--- config.mk ---
export PLATFORM = sky130hd
export DESIGN_NAME = ls_unit
export DESIGN_NICKNAME = d
export VERILOG_FILES = /design/src/rtl/ls_unit.sv
export SDC_FILE = /design/constraint.sdc
export NUM_CORES = 1
export LEC_CHECK = 0
export CAP_MARGIN = 10
export CORE_UTILIZATION = 43
export CTS_CLUSTER_DIAMETER = 30
export DETAILED_ROUTE_END_ITERATION = 8
export HOLD_SLACK_MARGIN = 0.02
export MAX_ROUTING_LAYER = met4
export PLACE_DENSITY = 0.94
export SLEW_MARGIN = 20
export SYNTH_ARGS = -nofsm -noshare
export SYNTH_HDL_FRONTEND = slang
export SYNTH_SLANG_ARGS = --single-unit
export TNS_END_PERCENT = 30
--- constraint.sdc ---
create_clock -name clk -period 5.13 [get_ports clk]
set_input_delay 1.026 -clock clk [delete_from_list [all_inputs] [get_ports clk]]
set_output_delay 1.026 -clock clk [all_outputs]
set_load 0.01 [all_outputs]
--- src/rtl/ls_unit.sv ---
// ls_unit: load/store execution unit sitting behind the LS buffer.
//
// Takes one memory op at a time, drives a single-outstanding request to the
// memory controller, extends returned load data and broadcasts it on the LS
// CDB. busy_o tells the LS buffer not to issue while an op is in flight.
//
// Ports:
//   clk, rst          clock, synchronous active-high reset
//   rdy               global ready; low freezes every register
//   enable_i          one-cycle issue strobe from the LS buffer
//   openum_i          opcode of the issued op
//   addr_i, wdata_i   effective address and store data
//   rob_id_i          ROB id of the issued op (0 = none)
//   busy_o            unit cannot accept an issue this cycle
//   misbranch_i       pipeline flush
//   mem_valid_o/we/addr/wdata/len   request to the memory controller
//   mem_done_i, mem_rdata_i         completion pulse and read data
//   cdb_valid_o, cdb_rob_id_o, cdb_result_o   LS CDB broadcast
module ls_unit #(
    parameter int OPENUM_W = 6,
    parameter int ROB_ID_W = 5,
    parameter logic [OPENUM_W-1:0] OP_LB  = OPENUM_W'(1),
    parameter logic [OPENUM_W-1:0] OP_LH  = OPENUM_W'(2),
    parameter logic [OPENUM_W-1:0] OP_LW  = OPENUM_W'(3),
    parameter logic [OPENUM_W-1:0] OP_LBU = OPENUM_W'(4),
    parameter logic [OPENUM_W-1:0] OP_LHU = OPENUM_W'(5),
    parameter logic [OPENUM_W-1:0] OP_SB  = OPENUM_W'(6),
    parameter logic [OPENUM_W-1:0] OP_SH  = OPENUM_W'(7),
    parameter logic [OPENUM_W-1:0] OP_SW  = OPENUM_W'(8)
) (
    input  logic                clk,
    input  logic                rst,
    input  logic                rdy,
    input  logic                enable_i,
    input  logic [OPENUM_W-1:0] openum_i,
    input  logic [31:0]         addr_i,
    input  logic [31:0]         wdata_i,
    input  logic [ROB_ID_W-1:0] rob_id_i,
    output logic                busy_o,
    input  logic                misbranch_i,
    output logic                mem_valid_o,
    output logic                mem_we_o,
    output logic [31:0]         mem_addr_o,
    output logic [31:0]         mem_wdata_o,
    output logic [1:0]          mem_len_o,
    input  logic                mem_done_i,
    input  logic [31:0]         mem_rdata_i,
    output logic                cdb_valid_o,
    output logic [ROB_ID_W-1:0] cdb_rob_id_o,
    output logic [31:0]         cdb_result_o
);

    typedef enum logic [0:0] {
        S_IDLE = 1'b0,
        S_WAIT = 1'b1
    } state_t;

    state_t              state, state_next;
    logic                squash, squash_next;
    logic [OPENUM_W-1:0] op, op_next;
    logic [ROB_ID_W-1:0] rob_id, rob_id_next;

    logic                mem_valid_next, mem_we_next;
    logic [31:0]         mem_addr_next, mem_wdata_next;
    logic [1:0]          mem_len_next;
    logic                cdb_valid_next;
    logic [ROB_ID_W-1:0] cdb_rob_id_next;
    logic [31:0]         cdb_result_next;

    logic                issue_legal;
    logic                op_is_load;
    logic [1:0]          issue_len;
    logic [31:0]         load_result;

    // Loads and stores occupy one contiguous opcode range, loads first.
    assign issue_legal = (openum_i >= OP_LB) && (openum_i <= OP_SW);
    assign op_is_load  = (op >= OP_LB) && (op <= OP_LHU);

    // Counting enable_i as busy stops the LS buffer from issuing again in
    // the cycle after its strobe, before the state register has moved.
    assign busy_o = (state != S_IDLE) | enable_i;

    // Access size of the op being issued.
    always_comb begin
        issue_len = 2'b10;
        if (openum_i == OP_LB || openum_i == OP_LBU || openum_i == OP_SB)
            issue_len = 2'b00;
        else if (openum_i == OP_LH || openum_i == OP_LHU || openum_i == OP_SH)
            issue_len = 2'b01;
    end

    // Extension of returned read data according to the latched load opcode.
    always_comb begin
        load_result = mem_rdata_i;
        if (op == OP_LB)
            load_result = {{24{mem_rdata_i[7]}}, mem_rdata_i[7:0]};
        else if (op == OP_LBU)
            load_result = {24'h0, mem_rdata_i[7:0]};
        else if (op == OP_LH)
            load_result = {{16{mem_rdata_i[15]}}, mem_rdata_i[15:0]};
        else if (op == OP_LHU)
            load_result = {16'h0, mem_rdata_i[15:0]};
    end

    // Next-state and next-output logic. Everything holds by default; the CDB
    // strobe is dropped on any edge that does not complete a load.
    always_comb begin
        state_next      = state;
        squash_next     = squash;
        op_next         = op;
        rob_id_next     = rob_id;
        mem_valid_next  = mem_valid_o;
        mem_we_next     = mem_we_o;
        mem_addr_next   = mem_addr_o;
        mem_wdata_next  = mem_wdata_o;
        mem_len_next    = mem_len_o;
        cdb_valid_next  = 1'b0;
        cdb_rob_id_next = cdb_rob_id_o;
        cdb_result_next = cdb_result_o;

        case (state)
            S_IDLE: begin
                if (enable_i && !misbranch_i && issue_legal) begin
                    op_next        = openum_i;
                    rob_id_next    = rob_id_i;
                    squash_next    = 1'b0;
                    mem_valid_next = 1'b1;
                    mem_we_next    = (openum_i > OP_LHU);
                    mem_addr_next  = addr_i;
                    mem_wdata_next = wdata_i;
                    mem_len_next   = issue_len;
                    state_next     = S_WAIT;
                end
            end
            S_WAIT: begin
                if (mem_done_i) begin
                    mem_valid_next = 1'b0;
                    squash_next    = 1'b0;
                    state_next     = S_IDLE;
                    // A flush on the completing edge squashes the load too.
                    if (op_is_load && !squash && !misbranch_i) begin
                        cdb_valid_next  = 1'b1;
                        cdb_rob_id_next = rob_id;
                        cdb_result_next = load_result;
                    end
                end else if (misbranch_i) begin
                    // The controller cannot abort, so the request keeps
                    // running and only the broadcast is suppressed.
                    squash_next = 1'b1;
                end
            end
            default: state_next = S_IDLE;
        endcase
    end

    // State and output registers; reset wins over rdy, rdy low freezes all.
    always_ff @(posedge clk) begin
        if (rst) begin
            state        <= S_IDLE;
            squash       <= 1'b0;
            op           <= '0;
            rob_id       <= '0;
            mem_valid_o  <= 1'b0;
            mem_we_o     <= 1'b0;
            mem_addr_o   <= 32'h0;
            mem_wdata_o  <= 32'h0;
            mem_len_o    <= 2'b00;
            cdb_valid_o  <= 1'b0;
            cdb_rob_id_o <= '0;
            cdb_result_o <= 32'h0;
        end else if (rdy) begin
            state        <= state_next;
            squash       <= squash_next;
            op           <= op_next;
            rob_id       <= rob_id_next;
            mem_valid_o  <= mem_valid_next;
            mem_we_o     <= mem_we_next;
            mem_addr_o   <= mem_addr_next;
            mem_wdata_o  <= mem_wdata_next;
            mem_len_o    <= mem_len_next;
            cdb_valid_o  <= cdb_valid_next;
            cdb_rob_id_o <= cdb_rob_id_next;
            cdb_result_o <= cdb_result_next;
        end
    end

endmodule

### After elaboration in Yosys (flattened, before gate mapping)

Cells that the tools add are included.

| cells by class | value |
|---|---|
| magnitude comparators | 5 |
| eq/ne operators | 13 |
| multiplexer cells | 19 |
| bitwise operators | 2 |
| reduce and logical (&&, ||, !) cells | 16 |

Operators with widths:

| cell | count |
|---|---|
| $mux 32 | 4 |
| $eq 6x3->1 const B | 6 |
| $eq 6x1->1 const B | 2 |
| $eq 6x2->1 const B | 2 |
| $ge 6x1->1 const B | 2 |
| $mux 1 | 10 |
| $reduce_and 3->1 | 3 |
| $gt 6x3->1 const B | 1 |
| $le 6x3->1 const B | 1 |
| $le 6x4->1 const B | 1 |
| $logic_and 1x1->1 | 6 |
| $pmux 1 s2 | 3 |
| $logic_or 1x1->1 | 4 |
| $mux 2 | 2 |
| $ne 2x2->1 const B | 2 |
| $reduce_and 4->1 | 1 |
| $ne 3x3->1 const B | 1 |
| $logic_not 1->1 | 2 |
| $not 1->1 | 1 |
| $or 1x1->1 | 1 |

| word-level totals | value |
|---|---|
| flip-flop bits (word level) | 119 |
| input port bits | 113 |
| output and inout port bits | 107 |
| logic and storage cells | 67 |

### Longest topological paths before layout

| depth | value |
|---|---|
| depth after elaboration | 7 |
| depth in mapped cells | 6 |
| depth with buffers taken out | 4 |

### Worst setup path before layout

Ideal clock, no wire load.

| timing | value |
|---|---|
| path kind | input-to-output |
| start point | input enable_i |
| end point | output busy_o |
| arrival | 1.314 ns |
| data required time | 4.104 ns |
| setup slack | 2.790 ns |
| stages | 1 |
| path buffers | 0 |
| cells stage by stage | or2_2 |

| on the way | value |
|---|---|
| cells in the longest elaborated chain, start to end | 1 |

Ends and longest elaborated chain:

| what | line | RTL |
|---|---|---|
| start, declared | 34 | `input logic enable_i,` |
| $or 1x1->1 | 81 | `assign busy_o = (state != S_IDLE) \| enable_i;` |
| end, declared | 39 | `output logic busy_o,` |

No other way between the ends.

### Worst setup path in the final report

| timing | value |
|---|---|
| start point | input rdy |
| end point | register mem_len_o[1] |

| on the way | value |
|---|---|
| cells in the longest elaborated chain, start to end | 1 |

Ends and longest elaborated chain:

| what | line | RTL |
|---|---|---|
| start, declared | 33 | `input logic rdy,` |
| $reduce_and 3->1 (no source line) | n/a |  |
| end signal, assigned | 180 | `mem_len_o <= mem_len_next;` |
| end, declared | 45 | `output logic [1:0] mem_len_o,` |

No other way between the ends.
A chain may end at the register's enable or synchronous reset.

==> results.md <==
- The run finished with clean final reports.
- The number of global-route vias before repair was 4440.
- The part of the Yosys area used for sequential elements is 0.548.
- 220 I/O pins were placed.
- The number of sinks driven by the clock tree is 119.
- The number of nets still failing antenna checks after routing is 0.
- The tool flagged a number of max-cap violations equal to 0.
- The startpoint identified for the worst register-to-register timing path is state.
- During placement, the flow inserted port buffers numbering 219.
- Counting cells, the worst reg-to-reg path comes to 5.
- The final net count is 855.
- The most critical setup path has its startpoint at rdy.
- The number of core rows is 36.
- The ratio of final minimum period to clock period is 0.707.
- The count of final hold-check violations is 0.
- After detailed routing, the average wire length per cell comes to 15.4 um.
- The largest net degree at the start of global routing is 120.
- In this run, synthesis inferred 0 flip-flops with an integrated enable.
- In the routed layout, each cell is associated on average with a via count of ~5.
- Among all flip-flop cells after synthesis, the most frequent one is sky130_fd_sc_hd__dfxtp_1.
- At the pin with the least slew margin, the transition time is between 0.9 and 1 ns.
- Post-CTS repair changed the size of 0 cells.
- The final estimated routing congestion in global placement is 0.757.
- Adding up every negative setup slack in the final design gives 0 ns.
- Across the VDD grid, the largest voltage drop is between 200 and 250 uV.
- CTS built an H-tree with a depth of 4.
- The number of setup buffers added after CTS is 0.
- The areal power density over the cells is 315 mW/mm2.
- The antenna diode count is 0.
- Data on the critical path arrives at its endpoint at between 4 and 5 ns.
- The type of the most critical hold path is flip-flop to flip-flop.
- The net count after synthesis is between 600 and 700.
- The remaining global-route overflow is 0.
- The region available for standard cell placement spans 0.00977 mm2.
- The floorplan step defined a die boundary enclosing between 0.01 and 0.015 mm2.
- The synthesis warning total is 0.
- The relative area change from synthesis to final layout is 64.5%.
- Setup repair after global routing left no endpoint under its margin.
- The post-synthesis sequential element count is 119.
- From left edge to right edge, the die measures between 100 and 150 um.
- The endpoint identified for the worst register-to-register timing path is mem_len_o[1].
- The placed wire-length estimate after detailed placement is around 9.3 mm.
- Of the post-synthesis cell area, the dominant cell type holds 0.548.
- The data required time of the critical path is 5.53 ns.
- The fraction of final layout cells with drive strength greater than 1 is 0.0570.
- The root buffer selected by CTS is sky130_fd_sc_hd__clkbuf_8.
- In this run the static leakage power is 2.46 nW.
- The starting DRC count in detailed routing is between 150 and 200.
- The maximum fanout along the worst path is 48.
- The count of final setup violators is 0.
- The achievable frequency is 276 MHz.
- The clock transition time at the flip-flop clock pins of the worst setup and hold paths is 0.05 ns.
- STA classifies the critical path endpoint as a flip-flop.
- The type of element launching the critical path is an input pin.
- Sorting the synthesized cells by area gives the leading types as sky130_fd_sc_hd__dfxtp_1, sky130_fd_sc_hd__nand2_1, sky130_fd_sc_hd__a21oi_1, sky130_fd_sc_hd__a211oi_1, sky130_fd_sc_hd__nor2_1.
- The post-synthesis area per instance is 8.10 um2.
- No sink is reached through more buffers than the 2 on the longest clock path.
- The minimum setup slack among reg-to-reg paths is 2.19 ns.
- The total number of vias is 4525.
- In this run the cell area of the synthesized design comes to 0.00435 mm2.
- In this run the tightest slew margin relative to its limit is 0.371.
- The global-route usage over all layers is 0.262.
- The post-synthesis async set-or-reset flop share is 0.
- The first detailed-routing pass ran for 5 iterations.
- The number of antenna violations at the first check in global routing is 0.
- By count the netlist is led by sky130_fd_sc_hd__nand2_1, sky130_fd_sc_hd__dfxtp_1, sky130_fd_sc_hd__a21oi_1, sky130_fd_sc_hd__nor2_1, sky130_fd_sc_hd__a211oi_1.
- The most frequently used cell type in the post-synthesis netlist is sky130_fd_sc_hd__nand2_1.
- The worst slack on hold paths is 0.455 ns.
- At the later pin of the worst-skew pair, clock insertion delay measures roughly 0.5 ns.
- The largest clock skew in the final design is 0.00639 ns.
- The count of distinct cell types in the synthesized netlist is 32.
- Hold repair after CTS inserted 0 buffers.
- Summed over all layers, the routed wires come to 13.7 mm.
- Counting I/O delays and the setup requirement, the final critical path takes 3.63 ns.
- sky130_fd_sc_hd__dfxtp_1 takes more of the synthesized area than any other cell.
- The synthesized instance count is 537.
- The total CTS buffers is 17.
- The critical path ends at mem_len_o[1].
- The die boundary height is roughly 100 um.
- The type of the worst setup path is input pin to flip-flop.
- The initial utilization of the core area, before any placement, comes to 0.445.
- The wire length of the first global-routing pass is approximately 20 mm.
- The DRC violation count after routing is 0.
- The count of final max-slew check failures is 0.
- The clock tree from TritonCTS is built.
[final cells by class]
type	instances	area, um2
Clock inverter	8	120
Tap cell	133	166
Inverter	1	3.75
Sequential cell	119	2380
Clock buffer	23	477
Fill cell	714	2620
Timing Repair Buffer	224	2230
Multi-Input combinational cell	379	1780
[through the flow]
step | std cells | power [W] | area, um2 | worst slack, ns | utilization
final | 887 | 0.00226 | 7160 | 1.50 | 0.732
after global routing | 887 | 0.00233 | 7160 | 1.39 | 0.732
after CTS | 886 | 0.00227 | 7140 | 1.51 | 0.731
after global placement | 855 | 0.00109 | 6550 | 1.19 | 0.670
after floorplan | 537 | 0.000988 | 4350 | 2.79 | -
after detailed placement | 855 | 0.00109 | 6550 | 1.05 | 0.670
[where the power goes]
| part | internal (W) | switching (W) | leakage, nW |
|---|---|---|---|
| logic | 0.0000913 | 0.0000523 | 1.21 |
| clock network | 0.000786 | 0.000393 | 0.290 |
| registers | 0.000930 | 0.00000293 | 0.959 |
| total | 0.00181 | 0.000449 | 2.46 |
[logic make-up after synthesis]
kind of cell | count (synthesis) | synth area share
buf+inv | 39 | 0.0466
compound gates | 124 | 0.163
flops | 119 | 0.548
xor+xnor | 2 | 0.00403
simple gates | 253 | 0.239
[placed cells by master (no fill, tap or decap), types with 2 or more instances in the layout]
master                              n
sky130_fd_sc_hd__clkinv_2           3
sky130_fd_sc_hd__and4_2             2
sky130_fd_sc_hd__buf_4              4
sky130_fd_sc_hd__nand2_1          201
sky130_fd_sc_hd__clkdlybuf4s50_1  218
sky130_fd_sc_hd__nand3_1            3
sky130_fd_sc_hd__a21oi_1           90
sky130_fd_sc_hd__clkbuf_8           5
sky130_fd_sc_hd__nor3_1             3
sky130_fd_sc_hd__clkbuf_16         16
sky130_fd_sc_hd__nand2b_1           3
sky130_fd_sc_hd__clkbuf_1           2
sky130_fd_sc_hd__nor3b_1            2
sky130_fd_sc_hd__bufinv_16          3
sky130_fd_sc_hd__o21ai_0            4
sky130_fd_sc_hd__clkinvlp_4         2
sky130_fd_sc_hd__xor2_1             2
sky130_fd_sc_hd__dfxtp_1          119
sky130_fd_sc_hd__a211oi_1          25
sky130_fd_sc_hd__nor2_1            29
[sequential cells by signal (all words and copies together) (netlist names)]
name and cells:
mem_wdata_o 32, op 6, cdb_rob_id_o 5, mem_addr_o 32, mem_valid_o 1, mem_len_o 2
state 1, squash 1, rob_id 5, mem_we_o 1, cdb_result_o 32, cdb_valid_o 1
[per-layer routing]
layer,vias up,track usage,share of wire
met4,0,0.145,0.038
met5,-,-,0
met3,42,0.0698,0.065
li1,2186,-,-
met1,2117,0.274,0.38
met2,180,0.449,0.52
[how the worst min path moves through the flow]
stage / start / end / slack (ns) / cells after the start
floorplan: rob_id[0] / cdb_rob_id_o[0] / 0.44 / 2
global placement: cdb_rob_id_o[4] / cdb_rob_id_o[4] / 0.44 / 2
detailed placement: mem_addr_o[1] / mem_addr_o[1] / 0.45 / 2
CTS: mem_addr_o[30] / mem_addr_o[30] / 0.45 / 2
global route: cdb_rob_id_o[4] / cdb_rob_id_o[4] / 0.47 / 2
finish: cdb_rob_id_o[4] / cdb_rob_id_o[4] / 0.46 / 2
[worst max-delay path, stage by stage]
cell and delay, ns:
sky130_fd_sc_hd__clkdlybuf4s50_1 0.53, sky130_fd_sc_hd__nor4bb_1 0.65, sky130_fd_sc_hd__and4_2 1.03, sky130_fd_sc_hd__buf_4 0.46, sky130_fd_sc_hd__nor2_1 0.08, sky130_fd_sc_hd__nor3_1 0.23
Note: power is estimated with default switching activity, not from simulation.
